File: src/rtl/fns_pkg.sv
// fns_pkg: shared types, defaults and Fibonacci weight function for the FTF receive path
package fns_pkg;
  localparam int NBIT_DEF = 23;
  localparam int FBLEN23 = 17;
  localparam int unsigned FIB_LIMIT = 75025;
  typedef enum logic [1:0] {IDLE = 2'd0, ACCUM = 2'd1, HOLD = 2'd2} state_t;
  // W[k] = F(k+2): 1, 2, 3, 5, ...
  function automatic int unsigned fib_w(input int k);
    int unsigned a, b, t;
    a = 1;
    b = 2;
    for (int i = 0; i < k; i++) begin
      t = a + b;
      a = b;
      b = t;
    end
    return a;
  endfunction
endpackage

File: src/rtl/fns_rx_dec_23_ftf_check.sv
// ftf_check: flags a codeword whose odd bits are set without the required even neighbours
// Ports: code (N-bit codeword in), bad (1 when any adjacent pair breaks the rule)
module ftf_check #(
  parameter int N = 23
) (
  input  logic [N-1:0] code,
  output logic         bad
);
  always_comb begin
    bad = 1'b0;
    for (int j = 0; j <= N - 3; j++)
      bad = bad | ((j % 2 == 1) ? (code[j] & ~code[j+1]) : (~code[j] & code[j+1]));
  end
endmodule

File: src/rtl/fns_rx_dec_23.sv
// fns_rx_dec_23: serial Fibonacci-weighted decoder for FTF TSV codewords with error counting
// Ports: clock/reset; tsv_in/in_valid/in_ready capture side; data_out/ftf_err/out_valid/out_ready result side; err_count saturating error tally
module fns_rx_dec_23
  import fns_pkg::*;
#(
  parameter int NBIT = NBIT_DEF,
  parameter int DLEN = FBLEN23
) (
  input  logic            clock,
  input  logic            reset,
  input  logic [NBIT-1:0] tsv_in,
  input  logic            in_valid,
  output logic            in_ready,
  output logic [DLEN-1:0] data_out,
  output logic            out_valid,
  input  logic            out_ready,
  output logic            ftf_err,
  output logic [15:0]     err_count
);
  localparam int KW = $clog2(NBIT);
  state_t          state;
  logic [NBIT-1:0] code;
  logic [KW-1:0]   k;
  logic [DLEN-1:0] acc, acc_next;
  logic [DLEN-1:0] w [NBIT];
  logic            fin, rule_bad;
  for (genvar i = 0; i < NBIT; i++) begin : g_w
    assign w[i] = DLEN'(fib_w(i));
  end
  ftf_check #(.N(NBIT)) u_chk (.code(code), .bad(rule_bad));
  assign acc_next  = acc + (code[k] ? w[k] : '0);
  assign in_ready  = state == IDLE;
  assign out_valid = state == HOLD;
  assign data_out  = acc;
  // fin spends one extra ACCUM cycle after bit 0 so the verdict is latched from the final sum
  always_ff @(posedge clock or posedge reset) begin
    if (reset) begin
      state     <= IDLE;
      code      <= '0;
      k         <= KW'(NBIT - 1);
      acc       <= '0;
      fin       <= 1'b0;
      ftf_err   <= 1'b0;
      err_count <= '0;
    end else begin
      unique case (state)
        IDLE: if (in_valid) begin
          code  <= tsv_in;
          acc   <= '0;
          k     <= KW'(NBIT - 1);
          fin   <= 1'b0;
          state <= ACCUM;
        end
        ACCUM: if (fin) begin
          fin     <= 1'b0;
          ftf_err <= rule_bad | (32'(acc) >= FIB_LIMIT);
          state   <= HOLD;
        end else begin
          acc <= acc_next;
          fin <= k == '0;
          k   <= (k == '0) ? k : k - KW'(1);
        end
        HOLD: if (out_ready) begin
          state <= IDLE;
          if (ftf_err && err_count != 16'hFFFF) err_count <= err_count + 16'd1;
        end
        default: state <= IDLE;
      endcase
    end
  end
endmodule

File: config.mk
export PLATFORM = sky130hd
export DESIGN_NAME = fns_rx_dec_23
export DESIGN_NICKNAME = d
export VERILOG_FILES = /design/src/rtl/fns_pkg.sv /design/src/rtl/fns_rx_dec_23_ftf_check.sv /design/src/rtl/fns_rx_dec_23.sv
export SDC_FILE = /design/constraint.sdc
export NUM_CORES = 1
export LEC_CHECK = 0
export BUFFER_PORTS_ARGS = -buffer_cell sky130_fd_sc_hd__buf_2
export CAP_MARGIN = 15
export CORE_ASPECT_RATIO = 1.25
export CORE_MARGIN = 5
export CORE_UTILIZATION = 52
export CTS_CLUSTER_DIAMETER = 120
export DETAILED_ROUTE_END_ITERATION = 10
export PLACE_DENSITY = 0.77
export SLEW_MARGIN = 20
export SYNTH_ARGS = -nofsm -noshare
export SYNTH_HDL_FRONTEND = slang
export SYNTH_HIERARCHICAL = 1
export SYNTH_SLANG_ARGS = --single-unit
File: constraint.sdc
create_clock -name clock -period 3.5 [get_ports clock]
set_clock_uncertainty 0.2 [all_clocks]
set_input_delay 0.175 -clock clock [delete_from_list [all_inputs] [get_ports clock]]
set_output_delay 0.175 -clock clock [all_outputs]
set_load 0.005 [all_outputs]
# After elaboration in Yosys (flattened, before gate mapping)
# Memories as Yosys holds them, arrays and structs flattened.
# Index checks and enable logic that the tools add are counted.
# totals
ff_bits	65
romBits	544
output_inout_bits	36
wordCells	106
n_memories	1
# classes
add_sub_neg	3
n_lt_le_gt_ge	3
eq_ne	8
mux	19
bitwise_logic	54
n_reduce_logical	11
# mem_list
memory	words	width	rd	rd_clocked_by_memory_dff	wr	line	text
(no name shown)	32	17	1	0	0	fns_rx_dec_23.sv:31	assign acc_next = acc + (code[k] ? w[k] : '0);
# ops
op	n
$mux 17	5
$pmux 17 s2	1
$and 1x1->1	21
$or 1x1->1	21
$add 17x17->17	1
$ge 17x17->1 const B	1
$add 16x1->16 const B	1
$ne 16x16->1 const B	1
$mux 5	3
$not 1->1	11
$pmux 5 s2	1
$reduce_and 3->1	3
$ne 2x2->1 const B	4
$ge 6x6->1 const B	1
$lt 5x6->1 const B	1
$mux 2	3
$not 5->6	1
$pmux 2 s3	1
$reduce_and 2->1	3
$bmux 1 s5	1
$logic_not 5->1	1
$sub 5x1->5 const B	1
$reduce_and 4->1	1
$mux 1	3
other kinds (7)	7

# Depth between registers and ports, before layout
# Gate-level depths: netlist (run 1).
# logic_depth
word_depth	23
ltp_mapped	17

# Hierarchy
# Netlist (run 1), hierarchy kept.
# modules_own_cells
mod	instances	cells_per_inst	area_each_um2	seq_area_each_um2
fns_rx_dec_23	1	477	4185.3	1630.3
ftf_check	1	16	96.3	0.0

# Least setup slack after synthesis (run 1)
# OpenSTA, ideal clock, no wires.
# synth_timing
path_kind	reg2reg
from	register k[1]
to	register acc[16] (netlist: data_out[16])
setup_time_ns	0.079
t_arrival_ns	3.304
required_ns	3.221
slack_ns	-0.083
path_stages_with_launch	16
period_less_slack_ns	3.583
cell_sequence	dfstp_2 buf_2 inv_1 ha_1 nand2b_1 o211ai_1 o21ai_0 nor2_1 a211o_1 fa_1 nor2b_1 o31ai_2 a31oi_1 nand3_1 a31oi_1 mux2i_1
# synth_via
elab_chain_cells	8
elab_cells_between_ends	10
cone_classes	add/sub: 1; mux: 7; bitwise: 1; memory: 1
# synth_rtl
item	line	text
start: declaration	fns_rx_dec_23.sv:23	logic [KW-1:0] k;
start signal: assignment	fns_rx_dec_23.sv:40	k <= KW'(NBIT - 1);
start signal: assignment	fns_rx_dec_23.sv:50	k <= KW'(NBIT - 1);
start signal: assignment	fns_rx_dec_23.sv:61	k <= (k == '0) ? k : k - KW'(1);
$not 5->6 (not written as such)	fns_rx_dec_23.sv:31	
$mem_v2 32x17	n/a	
$mux 17 (not written as such) (2 in a row)	fns_rx_dec_23.sv:31	
$mux 17 *	fns_rx_dec_23.sv:31	
$add 17x17->17 *	fns_rx_dec_23.sv:31	
$mux 17 *	fns_rx_dec_23.sv:54	ACCUM: if (fin) begin
$pmux 17 s2 *	fns_rx_dec_23.sv:46	unique case (state)
end signal: assignment	fns_rx_dec_23.sv:59	acc <= acc_next;
end: declaration	fns_rx_dec_23.sv:24	logic [DLEN-1:0] acc, acc_next;
# Mark *: on every way between the ends. The rest lies on a longest branch, timed or not. The select of a mux whose other input is x is not followed.
# A chain may end at the register's enable or synchronous reset.

# Worst setup path after layout (run 1)
# layout_timing
from	register k[1]
to	register acc[10] (netlist: data_out[10])
# Same word-level chain as after synthesis.

==> results of run 1 <==
-- routing by layer --
layer / GRT usage (%) / vias up / wire length (µm)
met5: 0 / - / 0
met2: 41.3 / 125 / 6160
li1: - / 1993 / -
met4: 8.81 / 0 / 352
met1: 26.9 / 1990 / 4800
met3: 5.20 / 31 / 560
-- per-stage QoR --
| step | utilization, % | instance area [µm²] | power [mW] | setup slack (ns) |
|---|---|---|---|---|
| 2_1_floorplan | - | 4300 | 3.30 | 0.00966 |
| 3_3_place_gp | 60.7 | 4950 | 4.23 | -0.0490 |
| 3_5_place_dp | 60.7 | 4950 | 4.33 | -0.139 |
| 4_1_cts | 68.1 | 5550 | 5.29 | -0.0298 |
| 5_1_grt | 70.9 | 5780 | 6.12 | -0.179 |
| 6_report | 70.9 | 5780 | 5.69 | -0.0605 |
-- worst max-delay path: stages (launching register included) --
cell and delay, ns:
dfstp_2 0.57, mux4_2 0.51, mux2_4 0.30, nand3b_4 0.08, o311a_4 0.22, a211oi_2 0.04, ha_2 0.22, inv_2 0.06
fa_2 0.23, nor2b_4 0.05, o31ai_2 0.17, buf_4 0.18, a21oi_4 0.08, buf_4 0.16, nor2_4 0.12, xor2_1 0.14
o21ai_1 0.08
-- cells in the final DEF, fill, tap and decap left out, types with 7 or more instances in the layout --
cell type,instances
buf_6,8
o21ai_1,11
dfrtp_1,61
nand2_1,124
ha_1,21
nand3_1,13
xor2_1,7
nand4_1,8
dlygate4sd3_1,26
nand2b_1,8
o21ai_0,24
buf_2,62
xnor2_1,23
nor2_1,27
a21oi_1,20
buf_4,48
clkbuf_8,10
inv_1,9
-- kinds of logic after synthesis --
kind of cell,Yosys count,share of synthesized area (%)
xor gates and xnor gates,31,6.34
AOI/OAI and AO/OA,112,16.6
and+or+nand+nor,215,23.8
adders and majority gates,26,7.77
DFF,65,38.1
muxes,10,3.86
buffers and inverters,34,3.54
-- worst max-delay path by stage --
stage | from | to | slack (ns) | cells past startpoint
global placement | k[1] | data_out[15] | -0.05 | 13
CTS | k[1] | data_out[16] | -0.03 | 14
global route | k[1] | data_out[10] | -0.18 | 16
finish | k[1] | data_out[10] | -0.06 | 16
detailed placement | k[1] | data_out[14] | -0.14 | 14
floorplan | k[1] | data_out[14] | 0.01 | 15
-- final cells by class --
cell class / count / area [µm²] / area share [%]
clock buffer: 11 / 141 / 2.45
timing repair buffer: 144 / 1020 / 17.7
inverter: 12 / 46.3 / 0.801
sequential: 65 / 1630 / 28.2
tap: 97 / 121 / 2.10
clock inverter: 5 / 104 / 1.80
multi-input combinational: 394 / 2710 / 47.0
-- state kept, by name (all words and copies together) (netlist names) --
| register | cells |
|---|---|
| k | 5 |
| data_out | 17 |
| code | 23 |
| state | 2 |
| fin | 1 |
| ftf_err | 1 |
| err_count | 16 |
-- repair_timing --
item	4_1_cts	5_1_grt
resized for setup	19	44
cloned	0	0
setup buffers	2	10
hold buffers	26	0
pin swaps	7	24
hold endpoints to repair	74	0
endpoints found under the setup margin	7	10
-- power by group through the flow --
stage          clock, mW  combinational, mW  sequential, mW
3_3_place_gp           0               2.86            1.36
6_report           0.804               3.51            1.38
4_1_cts            0.815               3.11            1.37
5_1_grt            0.853               3.84            1.42
3_5_place_dp           0               2.95            1.38
2_1_floorplan          0               2.03            1.27
==> results.ini, run 1 <==
[yosys]
yosysTopAreaCell = dfrtp_1
syn_area_per_cell_um2 = 8.68
ys_seq_area_share_pct = 38.1
yosys_warnings = 6
yosysMostFrequentCell = nand2_1
synth_seq_cells = 65
synth.top_cell.area_share_pct = 36.2
yosys-top-cells-count = nand2_1, dfrtp_1, o21ai_0
ys_top_cells_by_area = dfrtp_1, nand2_1, ha_1
synthArstFlopShare_pct = 100
synthCells = 493
synthesis.area_um2 = 4280
synth_ff_type = dfrtp_1
synth_enable_flop_cells = 0
ys_types = 63
synth_nets = 546

[worst_setup_path]
critPathRequiredTime_ns = 3.51
arrival_ns = 3.57
crit_fanout = 5
cp-end-kind = flop
r2r_end = data_out[10]
r2r-start = k[1]
critical_path_class = reg -> reg
cp-start-kind = flop
r2r_slack_ns = -0.06
reg2reg_depth = 16

[cells_and_area]
diodes = 0
num-fill-cells = 610
drive_gt1_share_pct = 30.1
stdcell_count = 728
synthToLayoutAreaGrowth_pct = 35.0
finish.net_count = 679

[sta]
final-setup-viol-count = 4
finalHoldViolCount = 0
setup_slack_ns = -0.0605
fmax_mhz = 281
drv_slew = 0
slew_headroom_pct = 38.5
post-route-period-util_pct = 102
worst_slew_pin_slew_ns = 0.921
fin_setup_tns_ns = -0.132
fin_crit_ns = 3.56
hold-worst-slack_ns = 0.303
rsz0062_at_grt = yes

[drt]
vias_per_cell = 5.69
drtPass1Iterations = 4
drc = 0
drt_iter0_drc = 230
wire_per_inst_um = 16.3
num_vias = 4139
routed_wl_um = 11900
antenna_left = 0

[power]
leakage_nw = 2.70
power_density_nw_per_um2 = 985
p_seq_share_pct = 24.2
peakVddDrop_uv = 677
p_clk_share_pct = 14.1
p_switching_mw = 2.45
p_int_mw = 3.25
pwr-share-comb_pct = 61.7
swShare_pct = 43.0

[hold_path]
min_from = err_count[4]
hold_class = reg -> reg
worstHoldPathCells = 1
worstHoldEndpoint = err_count[4]

[floorplan]
die_w_um = 91.2
rows = 37
io_pins = 63
dieArea_um2 = 10200
initial_core_util_pct = 52.5
coreArea_um2 = 8150
die_h_um = 111

[clocking]
cts.sink_count = 65
cts_buffer_depth = 2
clkSlewWorstSetupHoldPaths_ns = 0.08
tritoncts = done
clkLatencyLatePin_ns = 0.36
cts_inserted_buffers = 9
cts_root_buf = clkbuf_8
h-tree-depth = 3

[place]
dp.cells = 674
port_buffers = 62
gp_congestion = 0.902
hpwl_um = 8100

[outcome]
violations = setup timing
status = complete, but fails checks

[global_route]
grt_pass1_wl_um = 19400
grt_overflow = 0
grt_max_degree = 54
antenna_found_initial = 0
grt_pass1_vias = 4118
grt.total_usage_pct = 23.2

[job]
drv_cap = 0

(Power assumes the default switching activity.)
==> run 2: changes to the inputs <==
==> constraint.sdc (replaced) <==
create_clock -name clock -period 3.5 [get_ports clock]
set_clock_uncertainty 0.2 [all_clocks]
set_input_delay 0 -clock clock [delete_from_list [all_inputs] [get_ports clock]]
set_output_delay 0 -clock clock [all_outputs]
set_load 0.005 [all_outputs]
==> results.ini, run 2 (synthesized netlist as in run 1, its figures left out) <==
[outcome]
status = complete, but fails checks
violations = setup timing

[place]
hpwl_um = 7750  ; -4.3%
dp.cells = 673  ; -0.15%
port_buffers = 62  ; unchanged
gp_congestion = 0.880  ; -2.4%

[clocking]
clkLatencyLatePin_ns = 0.36  ; about the same
tritoncts = done
h-tree-depth = 3  ; unchanged
cts_buffer_depth = 2  ; unchanged
clkSlewWorstSetupHoldPaths_ns = 0.08  ; about the same
cts_inserted_buffers = 9  ; unchanged
cts.sink_count = 65  ; unchanged
cts_root_buf = clkbuf_8

[sta]
final-setup-viol-count = 4  ; unchanged
rsz0062_at_grt = yes
slew_headroom_pct = 38.5  ; about the same
post-route-period-util_pct = 103  ; +1.3 points
setup_slack_ns = -0.108  ; -0.0470 ns
finalHoldViolCount = 0  ; unchanged
fin_crit_ns = 3.61  ; +0.0470 ns
hold-worst-slack_ns = 0.165  ; -0.138 ns
worst_slew_pin_slew_ns = 0.921  ; -0.0000471 ns
fin_setup_tns_ns = -0.283  ; -0.151 ns
drv_slew = 0  ; unchanged
fmax_mhz = 277  ; -1.3%

[drt]
routed_wl_um = 11500  ; -3.3%
drt_iter0_drc = 170  ; -26%
drtPass1Iterations = 5  ; +1
vias_per_cell = 5.67  ; -0.22%
wire_per_inst_um = 15.8  ; -3.3%
drc = 0  ; unchanged
antenna_left = 0  ; unchanged
num_vias = 4130  ; -0.22%

[power]
power_density_nw_per_um2 = 964  ; -2.1%
peakVddDrop_uv = 674  ; -0.48%
leakage_nw = 2.69  ; -0.58%
finalPower_mw = 5.55  ; -2.5%

[worst_setup_path]
r2r_end = data_out[13]
r2r-start = k[1]
cp-start-kind = flop
arrival_ns = 3.63  ; +0.06 ns
r2r_slack_ns = -0.11  ; -0.05 ns
crit_fanout = 6  ; +1
critPathRequiredTime_ns = 3.52  ; about the same
reg2reg_depth = 14  ; -2
critical_path_class = reg -> reg
cp-end-kind = flop

[cells_and_area]
synthToLayoutAreaGrowth_pct = 34.5
finish.utilization_pct = 70.7  ; -0.28 points
finish.net_count = 679  ; unchanged
diodes = 0  ; unchanged
drive_gt1_share_pct = 30.7  ; +0.63 points
stdcell_count = 728  ; unchanged
max_flop_register = code
final_cell_mix = nand2_1, buf_2, dfrtp_1, buf_4, o21ai_0
final_common_cell = nand2_1
largest_reg_flops = 23  ; unchanged

[floorplan]
dieArea_um2 = 10200  ; unchanged
rows = 37  ; unchanged
coreArea_um2 = 8150  ; unchanged
die_h_um = 111  ; unchanged
initial_core_util_pct = 52.5  ; unchanged
io_pins = 63  ; unchanged
die_w_um = 91.2  ; unchanged

[global_route]
grt.total_usage_pct = 22.3  ; -0.93 points
grt_max_degree = 45  ; -17%
grt_pass1_wl_um = 18600  ; -4.0%
use_met3_pct = 3.24  ; -2.0 points
antenna_found_initial = 0  ; unchanged
top_usage_layer = met2
gr-usage-met1_pct = 27.5  ; +0.54 points
grt_pass1_vias = 3982  ; -3.3%
grt_overflow = 0  ; unchanged
use_met2_pct = 37.7  ; -3.7 points

[hold_path]
worstHoldEndpoint = code[10]
hold_class = in -> reg
min_from = tsv_in[10]
worstHoldPathCells = 4  ; +3

[job]
drv_cap = 0  ; unchanged

## run 2: repair_timing
action / in CTS / in global routing
pin swaps: 9 / 23
endpoints found under the hold margin: 75 / 0
resized for setup: 18 / 41
setup endpoints to repair: 7 / 11
cloned: 0 / 0
buffers inserted: 2 / 11
hold buffers: 26 / 0
## run 2: how the worst max path moves through the flow
| stage | from | endpoint |
|---|---|---|
| 2_1_floorplan | k[1] | data_out[14] |
| 3_3_place_gp | k[2] | data_out[16] |
| 3_5_place_dp | k[2] | data_out[16] |
| 4_1_cts | k[0] | data_out[16] |
| 5_1_grt | k[1] | data_out[13] |
| 6_report | k[1] | data_out[13] |
## run 2: critical path: stages, from the launching register on
cell and delay (ns):
dfstp_2 0.58, mux4_2 0.50, mux2_4 0.29, nand3b_4 0.08, o311a_4 0.24, buf_6 0.14, nor3_2 0.05, ha_2 0.39
buf_6 0.13, nand4_1 0.11, o21bai_1 0.24, o221ai_2 0.13, o211ai_1 0.13, xnor2_1 0.17, o21ai_1 0.08
## run 2: report_power, final
part | internal (mW) | switching (mW) | leakage [nW]
Combinational | 1.71 | 1.81 | 1.76
Clock | 0.336 | 0.333 | 0.101
Sequential | 1.05 | 0.316 | 0.827
## run 2: layer usage
layer	vias to the layer above	routed length [µm]	share of wire, %
li1	1990	-	-
met1	1972	4660	41
met2	137	5820	51
met3	31	545	4.8
met4	0	440	3.8
met5	-	0	0
## run 2: final cells by class
cell class,count,area [µm²]
multi-input combinational,394,2720
fill,612,2390
sequential,65,1630
timing repair buffer,144,1040
clock buffer,9,124
tap,97,121
clock inverter,7,77.6
inverter,12,45.0
## run 2: metrics by stage
step           area, µm²  worst slack [ns]
2_1_floorplan       4300           0.00966
3_3_place_gp        4940            -0.113
3_5_place_dp        4940            -0.258
4_1_cts             5490           -0.0117
5_1_grt             5760            -0.199
6_report            5760            -0.108
==> run 3: changes to the inputs <==
CORE_UTILIZATION = 40   (was 52)
PLACE_DENSITY = not set   (was 0.77)
SKIP_LAST_GASP = 1   (was not set)
clock period = 4.2 ns   (was 3.5 ns; I/O delays follow)
==> results.ini, run 3 (synthesized netlist as in run 1, its figures left out) <==
[floorplan]
die_h_um = 126  ; +13%
io_pins = 63  ; unchanged
dieArea_um2 = 12900  ; +27%
rows = 42  ; +14%
die_w_um = 103  ; +12%
initial_core_util_pct = 40.5  ; -12 points
coreArea_um2 = 10600  ; +30%

[worst_setup_path]
critical_path_class = reg -> reg
cp-startpoint = k[1]
r2r-start = k[1]
r2r_end = data_out[14]
cp-end-kind = flop
r2r_slack_ns = 0.24  ; +0.35 ns
crit_fanout = 15  ; +9
reg2reg_depth = 14  ; unchanged
slowest_delay_ns = 0.71  ; +0.13 ns
path_cells = mux4_2, mux2_2, nand3b_4, o311a_4, a211oi_1, ha_1, inv_1, fa_1, nor2b_1, o31ai_2, a21oi_1, o31ai_1, xnor2_1, a22o_1
arrival_ns = 3.98  ; +0.35 ns
critPathRequiredTime_ns = 4.21  ; +0.69 ns
crit_path_end = data_out[14]
critPathSlowestCell = dfstp_4
cp-start-kind = flop

[global_route]
grt.total_usage_pct = 18.2  ; -4.1 points
grt_max_degree = 44  ; -2.2%
grt_overflow = 0  ; unchanged
antenna_found_initial = 0  ; unchanged
grt_pass1_vias = 3837  ; -3.6%
grt_pass1_wl_um = 18800  ; +0.67%

[cells_and_area]
seq_area_um2 = 1630  ; +0.15%
finish.utilization_pct = 50.3  ; -20 points
finish.net_count = 631  ; -7.1%
largest_reg_flops = 23  ; unchanged
stdcell_area_um2 = 5310  ; -7.8%
diodes = 0  ; unchanged
final_cell_mix = nand2_1, dfrtp_1, buf_2, o21ai_0, nor2_1
multi_input_area_um2 = 2520  ; -7.5%
max_flop_register = code
drive_gt1_share_pct = 18.9  ; -12 points
num-fill-cells = 1030  ; +68%
final_common_cell = nand2_1
synthToLayoutAreaGrowth_pct = 24.0

[sta]
fin_crit_ns = 3.96  ; +0.354 ns
fin_setup_tns_ns = 0  ; +0.283 ns
final-setup-viol-count = 0  ; -4
rsz0062_at_grt = no
slew_headroom_pct = 39.2  ; +0.67 points
fmax_mhz = 252  ; -8.9%
post-route-period-util_pct = 94.3  ; -8.7 points
worst_slew_pin_slew_ns = 0.911  ; -0.0101 ns
drv_slew = 0  ; unchanged
hold-worst-slack_ns = 0.192  ; +0.0268 ns
finalHoldViolCount = 0  ; unchanged

[clocking]
clkLatencyLatePin_ns = 0.33  ; -0.03 ns
h-tree-depth = 3  ; unchanged
clkSlewWorstSetupHoldPaths_ns = 0.06  ; -0.02 ns
cts_inserted_buffers = 9  ; unchanged
cts_buffer_depth = 2  ; unchanged
cts_root_buf = clkbuf_16
cts.sink_count = 65  ; unchanged
tritoncts = done

[drt]
wl_met3_um = 412  ; -24%
drt-met1-wl_um = 4950  ; +6.2%
wire_per_inst_um = 15.7  ; -0.12%
antenna_left = 0  ; unchanged
top_layer_used = met4
wl_met2_um = 5560  ; -4.5%
drc = 0  ; unchanged
vias_per_cell = 5.38  ; -5.1%
routed_wl_um = 11200  ; -2.0%
drt_iter0_drc = 185  ; +8.8%
num_vias = 3844  ; -6.9%
drtPass1Iterations = 4  ; -1

[power]
leakage_nw = 2.47  ; -8.3%
peakVddDrop_uv = 300  ; -56%
finalPower_mw = 4.12  ; -26%
power_density_nw_per_um2 = 777  ; -19%

[place]
post_dp_cell_area_um2 = 4710  ; -4.7%
gp_congestion = 0.940  ; +6.8%
hpwl_um = 8070  ; +4.1%
port_buffers = 62  ; unchanged

[outcome]
status = complete, no violations

[job]
drv_cap = 0  ; unchanged

[hold_path]
worstHoldPathCells = 4  ; unchanged
hold_class = in -> reg

## run 3: changes by cell type in the layout (fill, tap and decap cells not counted), sizes merged
cell | before | now
inv | 15 | 13
clkinvlp | 1 | 2
clkbuf | 10 | 9
buf | 117 | 70
bufinv | 1 | 2
clkinv | 2 | 1
## run 3: layout make-up
cell class              instances  share of cell area (%)
repair buffers                 96                    11.9
flip-flops and latches         65                    30.8
inverters                      12                   0.848
clock buffers                   9                    4.24
clock inverters                 6                    1.74
multi-input cells             394                    47.4
well taps                     132                    3.11
## run 3: how the worst min path moves through the flow
stage                     slack, ns  endpoint        from
after floorplan               -0.09   code[0]   tsv_in[0]
after global placement        -0.01   code[9]   tsv_in[9]
after detailed placement     -0.008  code[14]  tsv_in[14]
after CTS                      0.18  code[13]  tsv_in[13]
after global routing           0.20   code[0]   tsv_in[0]
final                          0.19   code[0]   tsv_in[0]
## run 3: stage by stage
step                      setup WS, ns  instances
after CTS                        0.150        714
after detailed placement         0.164        673
final                            0.238        714
after global placement           0.257        673
after floorplan                  0.617        493
after global routing            0.0621        714
## run 3: critical path: cells and delay by family (launching register included)
family	cells	cell delay, ns
AO/OA/AOI/OAI	6	1.29
multiplexers	2	0.81
flip-flops	1	0.71
adder cells (fa/ha/maj)	2	0.43
AND/OR/NAND/NOR	2	0.19
XOR/XNOR	1	0.11
buffers and inverters	1	0.08
## run 3: routing by layer
layer  GRT usage, %  vias up
met5              0        -
met4           8.26        0
met1           23.3     1828
li1               -     1896
met3           3.54       22
met2           29.4       98
## run 3: where the power goes
group          internal (mW)  total (mW)  switching [mW]
Sequential             0.879        1.19           0.307
Combinational          0.914        2.12            1.20
Clock                  0.520       0.820           0.301
## run 3: what timing repair did
action	CTS	global route
resized for setup	0	3
hold endpoints to repair	70	0
endpoints found under the setup margin	0	2
hold buffers	26	0
setup buffers	0	0
